### src/rtl/f1_start_ctrl_if.sv
// Handshake bundle between the F1 start-light sequencer, its stimulus
// sources (divider tick, trigger/abort, LFSR value) and the lamp outputs.
interface f1_start_ctrl_if #(
  parameter int N_LIGHTS = 8,
  parameter int RND_W    = 7
);
  logic                tick;
  logic                trigger;
  logic                abort;
  logic [RND_W-1:0]    rnd;
  logic                rnd_en;
  logic [N_LIGHTS-1:0] lights;
  logic                busy;
  logic                done;

  modport master (
    output tick, trigger, abort, rnd,
    input  rnd_en, lights, busy, done
  );

  modport slave (
    input  tick, trigger, abort, rnd,
    output rnd_en, lights, busy, done
  );
endinterface

### src/rtl/f1_start_ctrl.sv
// F1 start-lights sequencer: fills the lamps one per tick, holds them for a
// random number of ticks taken from the LFSR, then clears them and pulses done.
//
// state | meaning
// IDLE  | lamps off, LFSR free-running, waiting for trigger
// FILL  | one more lamp lit per tick until all are on
// HOLD  | all lamps lit, dly counts remaining hold ticks down to 1
module f1_start_ctrl #(
  parameter int N_LIGHTS = 8,
  parameter int RND_W    = 7
) (
  input  logic            clk,
  input  logic            rst,
  f1_start_ctrl_if.slave  bus
);

  typedef enum logic [1:0] {
    IDLE = 2'd0,
    FILL = 2'd1,
    HOLD = 2'd2
  } state_t;

  state_t              state_q, state_d;
  logic [N_LIGHTS-1:0] lights_q, lights_d;
  logic [RND_W-1:0]    dly_q, dly_d;
  logic                done_q, done_d;

  always_ff @(posedge clk or posedge rst) begin
    if (rst) begin
      state_q  <= IDLE;
      lights_q <= '0;
      dly_q    <= '0;
      done_q   <= 1'b0;
    end else begin
      state_q  <= state_d;
      lights_q <= lights_d;
      dly_q    <= dly_d;
      done_q   <= done_d;
    end
  end

  always_comb begin
    state_d  = state_q;
    lights_d = lights_q;
    dly_d    = dly_q;
    done_d   = 1'b0;
    case (state_q)
      IDLE: begin
        lights_d = '0;
        if (bus.trigger) state_d = FILL;
      end
      FILL: begin
        if (bus.abort) begin
          lights_d = '0;
          state_d  = IDLE;
        end else if (bus.tick) begin
          lights_d = {lights_q[N_LIGHTS-2:0], 1'b1};
          if (&lights_d) begin
            // A zero LFSR value would otherwise mean a 2^RND_W tick hold.
            dly_d   = (bus.rnd == '0) ? RND_W'(1) : bus.rnd;
            state_d = HOLD;
          end
        end
      end
      HOLD: begin
        if (bus.abort) begin
          lights_d = '0;
          state_d  = IDLE;
        end else if (bus.tick) begin
          if (dly_q == RND_W'(1)) begin
            lights_d = '0;
            done_d   = 1'b1;
            state_d  = IDLE;
          end else begin
            dly_d = dly_q - RND_W'(1);
          end
        end
      end
      default: begin
        lights_d = '0;
        state_d  = IDLE;
      end
    endcase
  end

  assign bus.lights = lights_q;
  assign bus.done   = done_q;
  assign bus.busy   = (state_q != IDLE);
  assign bus.rnd_en = (state_q == IDLE);

endmodule

### src/flat_wrapper.sv
// flat-port wrapper written by rule: the top's interface ports become plain ports
module f1_start_ctrl_flat 
#(
  parameter int N_LIGHTS = 8,
  parameter int RND_W    = 7
)
  (clk, rst, bus_tick, bus_trigger, bus_abort, bus_rnd, bus_rnd_en, bus_lights, bus_busy, bus_done);
  f1_start_ctrl_if #(.N_LIGHTS(N_LIGHTS), .RND_W(RND_W)) bus_i ();
  input  logic clk;
  input  logic rst;
  input wire logic [$bits(bus_i.tick)-1:0] bus_tick;
  input wire logic [$bits(bus_i.trigger)-1:0] bus_trigger;
  input wire logic [$bits(bus_i.abort)-1:0] bus_abort;
  input wire logic [$bits(bus_i.rnd)-1:0] bus_rnd;
  output wire logic [$bits(bus_i.rnd_en)-1:0] bus_rnd_en;
  output wire logic [$bits(bus_i.lights)-1:0] bus_lights;
  output wire logic [$bits(bus_i.busy)-1:0] bus_busy;
  output wire logic [$bits(bus_i.done)-1:0] bus_done;
  assign bus_i.tick = bus_tick;
  assign bus_i.trigger = bus_trigger;
  assign bus_i.abort = bus_abort;
  assign bus_i.rnd = bus_rnd;
  assign bus_rnd_en = bus_i.rnd_en;
  assign bus_lights = bus_i.lights;
  assign bus_busy = bus_i.busy;
  assign bus_done = bus_i.done;
  f1_start_ctrl #(.N_LIGHTS(N_LIGHTS), .RND_W(RND_W)) u_core (.clk(clk), .rst(rst), .bus(bus_i));
endmodule
### config.mk
export PLATFORM = sky130hd
export DESIGN_NAME = f1_start_ctrl_flat
export DESIGN_NICKNAME = d
export VERILOG_FILES = /design/src/rtl/f1_start_ctrl_if.sv /design/src/rtl/f1_start_ctrl.sv /design/src/flat_wrapper.sv
export SDC_FILE = /design/constraint.sdc
export NUM_CORES = 1
export LEC_CHECK = 0
export BUFFER_PORTS_ARGS = -buffer_cell sky130_fd_sc_hd__buf_2
export CAP_MARGIN = 30
export CORE_MARGIN = 2
export CORE_UTILIZATION = 47
export DETAILED_ROUTE_END_ITERATION = 8
export PLACE_DENSITY = 0.79
export SYNTH_ARGS = -nofsm -noshare
export SYNTH_HDL_FRONTEND = slang
export SYNTH_SLANG_ARGS = --single-unit
### constraint.sdc
create_clock -name clk -period 1.8 [get_ports clk]
set_clock_uncertainty 0.15 [all_clocks]
set_input_delay 0.36 -clock clk [delete_from_list [all_inputs] [get_ports clk]]
set_output_delay 0.36 -clock clk [all_outputs]
set_load 0.005 [all_outputs]
After elaboration in Yosys (flattened, before gate mapping)
Cells that the tools add are included.
Word-level totals
  output and inout port bits: 11
  bits in registers: 18
  input port bits: 12
  word-level logic and storage cells: 53
Operators by class
  equality and inequality tests: 14
  reduce and logical (&&, ||, !) cells: 8
  $add $sub $neg: 1
  muxes and demuxes: 26
Operator list (number)
  $mux W7: 7
  $mux W8: 5
  $pmux W8 S2: 1
  $mux W2: 7
  $pmux W7 S2: 1
  $reduce_and A7 Y1: 2
  $ne A2 B2 Y1 const B: 6
  $eq A7 B1 Y1 const B: 1
  $logic_not A7 Y1: 1
  $sub A7 B1 Y7 const B: 1
  $ne A3 B2 Y1 const B: 2
  $ne A3 B3 Y1 const B: 2
  $pmux W2 S3: 1
  $reduce_and A5 Y1: 1
  $mux W1: 4
  $reduce_bool A2 Y1: 2
  $reduce_and A3 Y1: 1
  $eq A2 B1 Y1 const B: 1
  $eq A2 B2 Y1 const B: 1
  $logic_not A2 Y1: 1
  $ne A2 B1 Y1 const B: 1

Depth between registers and ports, before layout
Gate-level depths: netlist (run 1).
  word-level depth: 6
  gate-level depth with buffers: 6
  gate-level depth less buffers: 6

Worst setup path before layout (run 1)
OpenSTA, ideal clock, no wires.
  kind: register to register
  start: register u_core.dly_q[1]
  end: register u_core.dly_q[0]
  cell stages (with the launch flop): 7
  setup time: 0.134 ns
  path slack: -0.130 ns
  data arrival time: 1.645 ns
  clock period less this slack: 1.930 ns
  path buffers: 0
  data required time: 1.516 ns
  path through: dfrtp_1 -> inv_1 -> ha_1 -> or4b_4 -> o211a_4 -> o221ai_1 -> o211ai_2
Between the ends
  word-level cells in the longest chain between the ends: 3
Ends and longest elaborated chain
  start, declared: RTL line f1_start_ctrl.sv:25  | logic [RND_W-1:0] dly_q, dly_d;
  start signal, assigned: RTL line f1_start_ctrl.sv:37  | dly_q <= dly_d;
  $eq A7 B1 Y1: RTL line f1_start_ctrl.sv:70  | if (dly_q == RND_W'(1)) begin
  $ne A2 B2 Y1 (no source line)
  $reduce_and A7 Y1 (no source line)
No other way between the ends.
A chain may end at the register's enable or synchronous reset.

Final worst setup path (run 1)
Ends and elaborated chain as after synthesis.

==> results.md, run 1 <==
* Via count at 985
* Net Count, Synth at 121
* Remaining DRCs at 0
* CP Cell Sequence: inv_2, ha_4, or4b_4, o211a_4, or2_1, o211ai_2
* Global-route wire length before repair at 4450 µm
* Failing checks: setup timing
* Final setup violation count at 15
* Worst Path Arrival at 2.06 ns
* Outcome: complete, but fails checks
* Initial DRT Pass Iterations at 4
* Metal3 WL at 159 µm
* Routed WL at 2630 µm
* Min Hold Slack at 0.150 ns
* Largest fanout on the critical path at 5
* Buffers & Inverters on Critical Path at 1
* Hold/Removal Path Class: in2reg
* Layout area overhead at 32.5%
* Rel. slew slack at 61.0%
* Ports at 23
* Largest net degree at the start of global routing at 19
* Routability congestion estimate at 0.913
* MaxCap Viol Count at 0
* Clock Tree Root: clkbuf_4
* Worst-Margin Slew at 0.584 ns
* Final min period at 1.97 ns
* Crit path max-delay family: simple AND/OR/NAND/NOR gates
* EDFF count, synth at 0
* Pleak at 0.000649 µW
* Max-slew violations at 0
* Fmax at 0.507 GHz
* PortBufs at 22
* Final worst-path cycle share at 110%
* Initial antenna violation count at 0
* Levels on crit path at 6
* Post-route setup slack at -0.174 ns
* Synth Warn # at 0
* RSZ-0062 raised after global routing: yes
* Post-Syn Instances at 107
* Layout Nets at 160
* GRT Residual Overflow at 0
* Vias in the first global route at 953
* Seq cells post-synth at 18
* Pwr per Cell Area at 544 nW/µm²
* Area of the die at 2570 µm²
* Post-DP Area at 1250 µm²
* Initial core utilization at 51.2%
* Highest routed layer: met4
* Ant diodes at 0
* Die span in x at 50.7 µm
* Worst EP required at 1.88 ns
* H-tree depth at 1
* Placement row count at 16
* Drt initial violations at 25
* Reg2reg path depth at 6
* Sequential element share of the synthesized area at 44.0%
* Clock Sinks at 18
* Aggregate global-route resource usage at 23.4%
* Post-Route Utilization at 67.8%
* DP HPWL at 1910 µm
* CTS Buf Count at 3
* Setup crit end kind: flop
* Met2 wire len at 1280 µm
* Via-per-instance ratio at 5.73
* Clk_lat worst skew at 0.30 ns
* Share of post-route cells with drive strength above 1 at 37.2%
* Most frequent cells in the layout: buf_2 (22), dfrtp_1 (18), buf_4 (14), inv_1 (11), nor2_1 (9)
* Area of the core at 2000 µm²
* Crit-path max cell delay at 0.50 ns
* Async SR Flop Fraction at 100%
* Final Cell Area at 1360 µm²
* Drt wl/cell at 15.3 µm
* CTS max path bufs at 2
* Mapped cell area at 1020 µm²
* CP Launch Type: flop
* Clk slew on worst S/H paths at 0.11 ns
* WHS Path Cells at 3
* DRT met1 WL at 1130 µm
* Antenna Nets Post-Route at 0
* Crit Path Class: reg2reg
* Final Hold Fails at 0
* Syn Area/Cell at 9.58 µm²
* Peak supply drop at 420 µV
* Synth Flop Type: dfrtp_1
* Final Total Pwr at 739 µW
* Critical-path top delay cell: or4b_4
* Die Y-Extent at 50.7 µm
* Synth unique cells at 34
* TritonCTS clock tree: done
* Commonest non-fill, non-tap cell in the layout: buf_2
## per-stage QoR
stage | TNS [ns] | worst slack [ns] | cells
6_report | -1.50 | -0.174 | 172
5_1_grt | -2.56 | -0.235 | 172
4_1_cts | -1.21 | -0.160 | 171
3_5_place_dp | -1.35 | -0.172 | 164
3_3_place_gp | -0.886 | -0.118 | 164
2_1_floorplan | -1.04 | -0.110 | 107
## state kept, by name, indices dropped and copies added, names as in the netlist
signal             flops
u_core.bus.done        1
u_core.bus.lights      8
u_core.dly_q           7
u_core.state_q         2
## kinds of logic (layout without fill, tap and decap cells)
kind of cell               Yosys count  after routing  synth area share (%)
AOI/OAI and AO/OA                   32             33                  22.1
adders and majority gates            2              2                  2.44
buffers and inverters               16             53                  5.98
DFF                                 18             18                  44.0
muxes                                2              2                  1.95
and+or+nand+nor                     37             37                  23.6
## per-layer routing
layer / vias up / global-route usage [%]
met4: 0 / 9.46
met5: - / 0
met2: 34 / 36.0
met1: 462 / 33.0
li1: 483 / -
met3: 6 / 3.57
## layout make-up
cell class | count | area [µm²]
sequential | 18 | 450
inverter | 12 | 45.0
timing repair buffer | 37 | 225
clock buffer | 4 | 36.3
fill | 160 | 644
multi-input combinational | 74 | 567
tap | 27 | 33.8
## synthesized netlist by cell type, drive strengths merged (2+ instances only)
| cell | count | area, µm² |
|---|---|---|
| nand2 | 2 | 7.51 |
| nor3b | 5 | 53.8 |
| ha | 2 | 25.0 |
| o22ai | 5 | 31.3 |
| nor3 | 3 | 15.0 |
| mux2i | 2 | 20.0 |
| inv | 12 | 45.0 |
| or2 | 2 | 12.5 |
| nor2 | 10 | 45.0 |
| a22oi | 3 | 22.5 |
| dfrtp | 18 | 450 |
| o2bb2ai | 5 | 43.8 |
| nand4 | 7 | 43.8 |
| a21oi | 3 | 15.0 |
| clkbuf | 3 | 11.3 |
| and4 | 2 | 17.5 |
| nor4 | 2 | 12.5 |
| o21ai | 10 | 53.8 |
## where the power goes
part,internal (µW),switching [µW]
Sequential,408,5.09
Combinational,31.8,37.7
Clock,123,132
Total,564,175
## final timing paths
path	slack, ns	startpoint	end
setup / recovery	-0.17	u_core.dly_q[1]	u_core.dly_q[0]
hold / removal	0.15	bus_trigger	u_core.state_q[0]
setup reg to reg	-0.17	u_core.dly_q[1]	u_core.dly_q[0]
hold reg to reg	0.40	u_core.bus.lights[7]	u_core.bus.lights[7]
max in group asynchronous	0.86	rst	u_core.state_q[0]
min in group asynchronous	0.44	rst	u_core.dly_q[6]
## timing repair
action	4_1_cts	5_1_grt
endpoints found under the hold margin	18	0
hold buffers	1	0
gates resized for setup	9	2
buffers inserted	1	1
pin swaps	3	0
cloned	1	0
endpoints found under the setup margin	15	15
## worst reg2reg max path, delay by kind of cell (launching register included)
kind,cells,cell delay [ns]
AO/OA/AOI/OAI,2,0.41
adder cells (fa/ha/maj),1,0.12
buffers and inverters,1,0.08
flip-flops,1,0.42
AND/OR/NAND/NOR,2,0.73
Power figures use the tool's default switching activity.
==> run 2: changes to the inputs <==
- CORE_MARGIN: 2 -> not set
==> results.md, run 2 (same netlist as run 1, synthesis figures left out) <==
* R2r endpoint: u_core.dly_q[1]
* Drt initial violations at 36 (+44%)
* Placement row count at 16 (unchanged)
* Initial core utilization at 51.2% (unchanged)
* Aggregate global-route resource usage at 24.1% (+0.69 points)
* Clk_lat worst skew at 0.30 ns (about the same)
* Hold/Removal Path Class: in2reg
* Largest net degree at the start of global routing at 21 (+2)
* Area of the die at 2370 µm² (-7.7%)
* Via-per-instance ratio at 5.89 (+2.8%)
* Remaining DRCs at 0 (unchanged)
* Post-Route Utilization at 70.4% (+2.6 points)
* Critical R2R Launch: u_core.dly_q[1]
* Max reg flops at 8 (unchanged)
* Vias in the first global route at 954 (+0.10%)
* Placed cells at 165 (+0.61%)
* TritonCTS clock tree: done
* Worst hold endpoint: u_core.bus.done
* Via count at 1030 (+4.6%)
* Setup TNS at -2.12 ns (-0.627 ns)
* Ports at 23 (unchanged)
* Peak supply drop at 643 µV (+53%)
* Fill cell count at 157 (-1.9%)
* Failing checks: setup timing
* Post-route setup slack at -0.158 ns (+0.0162 ns)
* Die span in x at 48.7 µm (-3.9%)
* Pleak at 0.000673 µW (+3.8%)
* Setup crit end kind: flop
* PortBufs at 22 (unchanged)
* Outcome: complete, but fails checks
* Final worst-path cycle share at 109% (-0.90 points)
* Clock Sinks at 18 (unchanged)
* Final Hold Fails at 0 (unchanged)
* Ant diodes at 0 (unchanged)
* Drt wl/cell at 15.7 µm (+2.6%)
* Most frequent cells in the layout: buf_2 (22), dfrtp_1 (18), buf_4 (14), inv_1 (11), nor2_1 (8)
* Layout area overhead at 37.5%
* Area of the core at 2000 µm² (unchanged)
* H-tree depth at 1 (unchanged)
* Multi-input gate area at 576 µm² (+1.5%)
* DP HPWL at 1780 µm (-7.2%)
* Initial antenna violation count at 0 (unchanged)
* Rel. slew slack at 67.5% (+6.5 points)
* Worst EP required at 1.89 ns (about the same)
* Layout Cells excl Fill at 175 (+1.7%)
* Sequential Area at 450 µm² (unchanged)
* Largest fanout on the critical path at 6 (+1)
* Share of post-route cells with drive strength above 1 at 41.2% (+4.0 points)
* Layout Nets at 163 (+1.9%)
* CP Launch Type: flop
* Antenna Nets Post-Route at 0 (unchanged)
* Hold_sp: bus_abort
* Initial DRT Pass Iterations at 4 (unchanged)
* Clk slew on worst S/H paths at 0.11 ns (about the same)
* WHS Path Cells at 2 (-1)
* Routability congestion estimate at 0.877 (-4.0%)
* Routed WL at 2750 µm (+4.4%)
* MaxCap Viol Count at 0 (unchanged)
* R2r setup slk at -0.16 ns (+0.02 ns)
* Global-route wire length before repair at 4400 µm (-1.2%)
* Max-slew violations at 0 (unchanged)
* Crit Path Class: reg2reg
* CTS Buf Count at 3 (unchanged)
* Die Y-Extent at 48.7 µm (-3.9%)
* Post-Place Setup Slack at -0.160 ns (+0.0117 ns)
* Final min period at 1.96 ns (-0.0162 ns)
* Worst Path Arrival at 2.05 ns (about the same)
* Pwr per Cell Area at 527 nW/µm² (-3.1%)
* Commonest non-fill, non-tap cell in the layout: buf_2
* RSZ-0062 raised after global routing: yes
* Fmax at 0.511 GHz (+0.83%)
* Clock Tree Root: clkbuf_4
* CTS max path bufs at 2 (unchanged)
* Reg2reg path depth at 6 (unchanged)
* Worst-Margin Slew at 0.485 ns (-0.0996 ns)
* Final setup violation count at 17 (+2)
* GRT Residual Overflow at 0 (unchanged)
## run 2: area by class of cell
| type | instances | share of cell area, % |
|---|---|---|
| clock buffer | 4 | 2.58 |
| multi-input combinational | 74 | 40.9 |
| timing repair buffer | 40 | 19.0 |
| sequential | 18 | 32.0 |
| inverter | 12 | 3.20 |
| tap | 27 | 2.40 |
## run 2: worst max-delay path by stage
| stage | startpoint | endpoint | cells after the start |
|---|---|---|---|
| 2_1_floorplan | u_core.dly_q[1] | u_core.dly_q[0] | 6 |
| 3_3_place_gp | u_core.dly_q[1] | u_core.dly_q[0] | 6 |
| 3_5_place_dp | u_core.dly_q[1] | u_core.dly_q[1] | 6 |
| 4_1_cts | u_core.dly_q[1] | u_core.dly_q[1] | 6 |
| 5_1_grt | u_core.dly_q[1] | u_core.bus.lights[6] | 8 |
| 6_report | u_core.dly_q[1] | u_core.dly_q[1] | 6 |
## run 2: where the power goes
part | switching (µW) | internal, µW
clock | 133 | 123
sequential | 5.59 | 408
combinational | 40.8 | 32.2
total | 179 | 564
## run 2: stage by stage
step | cell area (µm²) | power [µW] | hold slack, ns
floorplan | 1030 | 453 | 0.149
global placement | 1270 | 485 | 0.233
detailed placement | 1270 | 488 | 0.237
CTS | 1360 | 741 | 0.146
global route | 1410 | 772 | 0.130
finish | 1410 | 743 | 0.148
## run 2: metal layers
| layer | track usage [%] | part of all wire, % | wire length [µm] | up-vias |
|---|---|---|---|---|
| met2 | 40.3 | 50 | 1390 | 53 |
| met5 | 0 | 0 | 0 | - |
| met4 | 5.88 | 2.0 | 56 | 0 |
| met3 | 5.66 | 7.6 | 208 | 8 |
| met1 | 31.3 | 40 | 1100 | 486 |
| li1 | - | - | - | 483 |
## run 2: what timing repair did
item / CTS / global route
pin swaps: 3 / 6
hold buffers: 1 / 0
hold endpoints to repair: 18 / 0
gates cloned: 1 / 0
setup buffers: 1 / 3
setup endpoints to repair: 15 / 17
gates resized for setup: 10 / 11
## run 2: critical path, cell delays in order, from the launching register on
cell and delay, ns:
dfrtp_1 0.41, inv_2 0.06, ha_1 0.12, or4b_4 0.48, o211a_4 0.28, nor2_4 0.17, mux2i_1 0.20
